--- config.mk ---
export PLATFORM = sky130hd
export DESIGN_NAME = transaction_engine
export DESIGN_NICKNAME = d
export VERILOG_FILES = /design/src/rtl/transaction_engine.sv
export SDC_FILE = /design/constraint.sdc
export NUM_CORES = 1
export LEC_CHECK = 0
export ABC_AREA = 0
export CAP_MARGIN = 20
export CORE_MARGIN = 2
export CORE_UTILIZATION = 54
export DETAILED_ROUTE_END_ITERATION = 10
export GPL_TIMING_DRIVEN = 0
export PLACE_DENSITY = 0.87
export SKIP_LAST_GASP = 1
export SYNTH_ARGS = -nofsm -noshare
export SYNTH_HDL_FRONTEND = slang
export SYNTH_SLANG_ARGS = --single-unit
export TNS_END_PERCENT = 10
--- constraint.sdc ---
create_clock -name clock -period 2.9 [get_ports clock]
set_clock_uncertainty 0.1 [all_clocks]
set_input_delay 0.435 -clock clock [delete_from_list [all_inputs] [get_ports clock]]
set_output_delay 0.435 -clock clock [all_outputs]
set_load 0.03 [all_outputs]
--- src/rtl/transaction_engine.sv ---
// Account bank with validated, atomic two-party transfers.
// Requests arrive over valid/ready and take four cycles each.
module transaction_engine #(
    parameter int BAL_W = 8,
    parameter int TAG_W = 3,
    parameter logic [TAG_W-1:0] VALID_TAG = TAG_W'(6),
    parameter int NUM_ACCTS = 4,
    parameter int ID_W = 2,
    parameter int INIT_BAL = 100,
    parameter int CNT_W = 8
) (
    input  logic             clock,
    input  logic             resetn,
    input  logic             req_valid,
    output logic             req_ready,
    input  logic [ID_W-1:0]  req_src,
    input  logic [ID_W-1:0]  req_dst,
    input  logic [BAL_W-1:0] req_amount,
    input  logic [TAG_W-1:0] req_tag,
    input  logic             init_en,
    input  logic [ID_W-1:0]  init_id,
    input  logic [BAL_W-1:0] init_value,
    input  logic [ID_W-1:0]  rd_id,
    output logic [BAL_W-1:0] rd_balance,
    output logic             done,
    output logic [2:0]       status,
    output logic [CNT_W-1:0] txn_count
);

    typedef enum logic [1:0] {IDLE, CHECK, COMMIT, DONE} state_t;

    localparam logic [2:0] ST_OK       = 3'd0;
    localparam logic [2:0] ST_BAD_TAG  = 3'd1;
    localparam logic [2:0] ST_BAD_ID   = 3'd2;
    localparam logic [2:0] ST_NO_FUNDS = 3'd3;
    localparam logic [2:0] ST_OVERFLOW = 3'd4;
    localparam logic [ID_W:0] NUM_ID = (ID_W+1)'(NUM_ACCTS);

    state_t state;
    state_t next_state;

    logic [BAL_W-1:0] bal [NUM_ACCTS];
    logic [ID_W-1:0]  src_q;
    logic [ID_W-1:0]  dst_q;
    logic [BAL_W-1:0] amt_q;
    logic [TAG_W-1:0] tag_q;
    logic [2:0]       result;
    logic [2:0]       check_res;
    logic [BAL_W-1:0] src_bal;
    logic [BAL_W-1:0] dst_bal;
    logic [BAL_W:0]   dst_sum;
    logic             accept;
    logic             commit_ok;

    // Out-of-range IDs read as zero rather than indexing past the bank.
    function automatic logic [BAL_W-1:0] bal_of(input logic [ID_W-1:0] id);
        bal_of = '0;
        for (int i = 0; i < NUM_ACCTS; i++) begin
            if (id == ID_W'(i)) bal_of = bal[i];
        end
    endfunction

    assign req_ready  = (state == IDLE) && !init_en;
    assign accept     = req_valid && req_ready;
    assign done       = (state == DONE);
    assign rd_balance = bal_of(rd_id);
    assign commit_ok  = (state == COMMIT) && (result == ST_OK);

    always_comb begin
        src_bal   = bal_of(src_q);
        dst_bal   = bal_of(dst_q);
        dst_sum   = {1'b0, dst_bal} + {1'b0, amt_q};
        check_res = ST_OK;
        if (tag_q != VALID_TAG) begin
            check_res = ST_BAD_TAG;
        end else if (({1'b0, src_q} >= NUM_ID) || ({1'b0, dst_q} >= NUM_ID)
                     || (src_q == dst_q)) begin
            check_res = ST_BAD_ID;
        end else if (amt_q > src_bal) begin
            check_res = ST_NO_FUNDS;
        end else if (dst_sum[BAL_W]) begin
            check_res = ST_OVERFLOW;
        end
    end

    always_comb begin
        next_state = state;
        unique case (state)
            IDLE:    if (accept) next_state = CHECK;
            CHECK:   next_state = COMMIT;
            COMMIT:  next_state = DONE;
            DONE:    next_state = IDLE;
            default: next_state = IDLE;
        endcase
    end

    always_ff @(posedge clock) begin
        if (!resetn) state <= IDLE;
        else         state <= next_state;
    end

    always_ff @(posedge clock) begin
        if (!resetn) begin
            for (int i = 0; i < NUM_ACCTS; i++) bal[i] <= BAL_W'(INIT_BAL);
            src_q     <= '0;
            dst_q     <= '0;
            amt_q     <= '0;
            tag_q     <= '0;
            result    <= ST_OK;
            status    <= ST_OK;
            txn_count <= '0;
        end else begin
            if (accept) begin
                src_q <= req_src;
                dst_q <= req_dst;
                amt_q <= req_amount;
                tag_q <= req_tag;
            end
            if (state == CHECK) result <= check_res;
            if (state == COMMIT) status <= result;
            if (commit_ok && (txn_count != '1)) txn_count <= txn_count + 1'b1;
            // An OK result guarantees src != dst, so each slot sees one update.
            for (int i = 0; i < NUM_ACCTS; i++) begin
                if ((state == IDLE) && init_en && (init_id == ID_W'(i))) begin
                    bal[i] <= init_value;
                end else if (commit_ok && (src_q == ID_W'(i))) begin
                    bal[i] <= bal[i] - amt_q;
                end else if (commit_ok && (dst_q == ID_W'(i))) begin
                    bal[i] <= bal[i] + amt_q;
                end
            end
        end
    end

endmodule
==> out/qor.yml <==
run_status:
  status: "finished with violations"
  violations: "negative setup slack"
worst_setup_path:
  max_stage_delay_ns: 0.52
  cp_max_fo: 12
  crit_type: "flop to flop"
  critPathCaptureType: "flop"
  startpoint_type: "flop"
  crit_required_ns: 2.88
  crit_chain: "clkinvlp_4 -> ha_1 -> nor2b_1 -> o21ai_0 -> a21oi_1 -> o41ai_1 -> mux2i_1 -> o211ai_1"
  cp_slowest_cell: "o41ai_1"
  r2r_end: "bal[2][7]"
  r2r-start: "amt_q[1]"
  reg2reg_slack_ns: -0.03
  reg2reg_depth: 8
  critPathArrivalTime_ns: 2.91
power:
  fin_total_pwr_mw: 4.005
  pwr-share-clk_pct: 27.4
  leakage_nw: 2.756
  p_sw_mw: 1.577
  p_per_area_nw_per_um2: 548.4
  p_seq_share_pct: 30.5
  swShare_pct: 39.38
  peakVddDrop_v: 0.0004483
  p_comb_share_pct: 42.1
  p_int_mw: 2.427
final_layout:
  drive_above_1_share_pct: 10.07
  n_fill_cell: 925
  n_antenna_cell: 0
  fin_nets: 876
  fin_cells: 908
  syn_to_final_growth_pct: 17.54
flow_run:
  maxCapViolations: 0
floorplanning:
  rows: 39
  core_um2: 11320
  start_util_pct: 54.87
  die_h_um: 111.3
  num_io_pins: 52
  die_area_um2: 12380
  die_w_um: 111.3
yosys:
  synth.distinct_cells: 59
  synth_seq_area_share_pct: 25.46
  syn_inst: 694
  avgSynthCellArea_um2: 8.951
  ys_warn_count: 0
  synth-seq-cells: 63
  synth_edf_count: 32
  synthTopCellsByArea: "ha_1, edfxtp_1, dfxtp_1, mux4_2, a21oi_1"
  synthesis.nets: 810
  synth-main-ff-cell: "edfxtp_1"
  netlist_area_um2: 6212
  synth_largest_area_cell: "ha_1"
  synth_top_area_share_pct: 15.51
  async_reset_ff_share_pct: 0
sta:
  period_needed_ns: 2.928
  worstMarginPinSlew_ns: 0.6672
  maxSlewHeadroom_pct: 55.52
  drv_slew: 0
  setup_ws_ns: -0.02813
  rsz0062_at_grt: "true"
  fin_crit_sh_pct: 101.0
  finalHoldViolations: 0
  fmax_ghz: 0.3415
  setup_viol: 4
drt:
  drtAntennaViolNets: 0
  dr_total_vias: 6048
  dr.pass1.iters: 5
  route.detailed.wl_per_inst_um: 21.38
  drt-total-wl_um: 19410
  drc: 0
  initialDrtViolationCount: 653
  routed_via_density: 6.661
grt:
  grt_max_degree: 13
  track_usage_pct: 31.52
  global_route.usage.met3_pct: 8.037
  overflow: 0
  busiest_layer: "met2"
  grt_util_met1_pct: 40.40
  grt_antenna_before_repair: 0
  grt_pass1_wl_um: 30860
  met2_usage_pct: 49.67
  first_global_vias: 5958
clock_network:
  clk_latency_ns: 0.34
  hold_buffers: 0
  cts_root_buf: "clkbuf_16"
  clock_path_buffers: 2
  numCtsBuffers: 9
  clk_pin_slew_ns: 0.06
  htree_levels: 3
  tritoncts: "done"
  cts_sinks: 63
min_path:
  whs_path_depth: 2
  hp-start: "tag_q[2]"
  hold_path_end: "tag_q[2]"
  holdCritPathClass: "flop to flop"
placed_design:
  portBuffers: 48
  gp_congestion: 0.9827
  hpwl_um: 14830
  dp_cells: 885
[cells by family after synthesis]
logic type,share of synthesized area [%]
and+or+nand+nor,17.06
DFF,25.46
AOI/OAI and AO/OA,21.95
adders and majority gates,18.09
xor gates and xnor gates,2.820
buffers and inverters,4.955
muxes,9.668
[per-layer routing]
layer / vias to the layer above / part of all wire (%)
met5: - / 0
met4: 0 / 5.2
met3: 89 / 9.8
met2: 387 / 44
met1: 2850 / 41
li1: 2722 / -
[power by group through the flow]
stage          Sequential (mW)  Combinational [mW]  Clock, mW
2_1_floorplan             1.17                1.17          0
3_3_place_gp              1.21                1.52          0
3_5_place_dp              1.22                1.58          0
4_1_cts                   1.21                1.61       1.09
5_1_grt                   1.23                1.84       1.13
6_report                  1.22                1.69       1.10
[cell usage in the layout (no fill, tap or decap), drive strengths merged, types with 24 or more instances in the layout]
cell type / synthesis / routed
a21oi: 60 / 60
clkbuf: 21 / 32
clkdlybuf4s50: 0 / 48
dfxtp: 31 / 31
edfxtp: 32 / 32
ha: 77 / 77
inv: 55 / 54
mux4: 24 / 24
nand2: 66 / 66
nor2: 59 / 59
o21ai: 31 / 31
[stage by stage]
stage	hold slack, ns	worst slack, ns	setup TNS, ns	util [%]	cell area, um^2
final	0.3606	-0.02813	-0.06375	64.50	7302
after global routing	0.3810	-0.1100	-1.687	64.50	7302
after CTS	0.3594	-0.09996	-0.3843	63.85	7228
after detailed placement	0.3518	-0.6420	-7.221	60.71	6873
after global placement	0.3393	-0.5998	-5.860	60.71	6873
after floorplan	0.3311	0.05440	0	-	6213
[how the worst max path moves through the flow]
stage / cells after the start / slack, ns / endpoint / start
after global placement: 8 / -0.60 / result[2] / dst_q[0]
after floorplan: 8 / 0.05 / bal[0][5] / amt_q[1]
after global routing: 10 / -0.11 / result[1] / src_q[0]
final: 8 / -0.03 / bal[2][7] / amt_q[1]
after CTS: 10 / -0.1 / result[1] / src_q[0]
after detailed placement: 8 / -0.64 / result[2] / dst_q[0]
[critical path: cells and delay by family, from the launching register on]
kind,cells,cell delay [ns]
AOI/OAI and AO/OA,4,1.07
adders and majority gates,1,0.35
buffers and inverters,1,0.27
DFF,1,0.50
muxes,1,0.25
and+or+nand+nor,1,0.13
[sequential cells by signal, summed over array words and instances (netlist names)]
| signal | count |
|---|---|
| result | 3 |
| txn_count | 8 |
| src_q | 2 |
| bal | 32 |
| status | 3 |
| dst_q | 2 |
| tag_q | 3 |
| state | 2 |
| amt_q | 8 |
[Yosys cell counts (6+ instances only)]
library cell   n
o221ai_1      11
nor2b_1       11
nor2_1        59
fa_1           8
or2_2          6
a21o_1        10
nand2b_1      12
a221o_1       15
nor3_1        12
clkbuf_1      21
nand3_1       10
ha_1          77
dfxtp_1       31
or3_1          6
nand2_1       65
inv_1         55
a221oi_1       8
xnor2_1       15
o21ai_0       28
a31oi_1       10
mux4_2        24
o21bai_1      13
mux2i_1        6
a21oi_1       60
edfxtp_1      32
[layout make-up]
class	count	area [um^2]	share of cell area [%]
Timing Repair Buffer	56	540.5	7.402
Tap cell	143	178.9	2.450
Inverter	55	210.2	2.879
Sequential cell	63	1589	21.76
Multi-Input combinational cell	550	4374	59.90
Buffer	25	113.9	1.559
Clock buffer	12	267.8	3.667
Clock inverter	4	27.53	0.3770
[repair_timing]
action                                  in CTS  in global routing
buffers inserted                             4                  4
endpoints found under the setup margin      33                 42
resized for setup                           12                 14
cloned                                       0                  0
(Power assumes the default switching activity.)
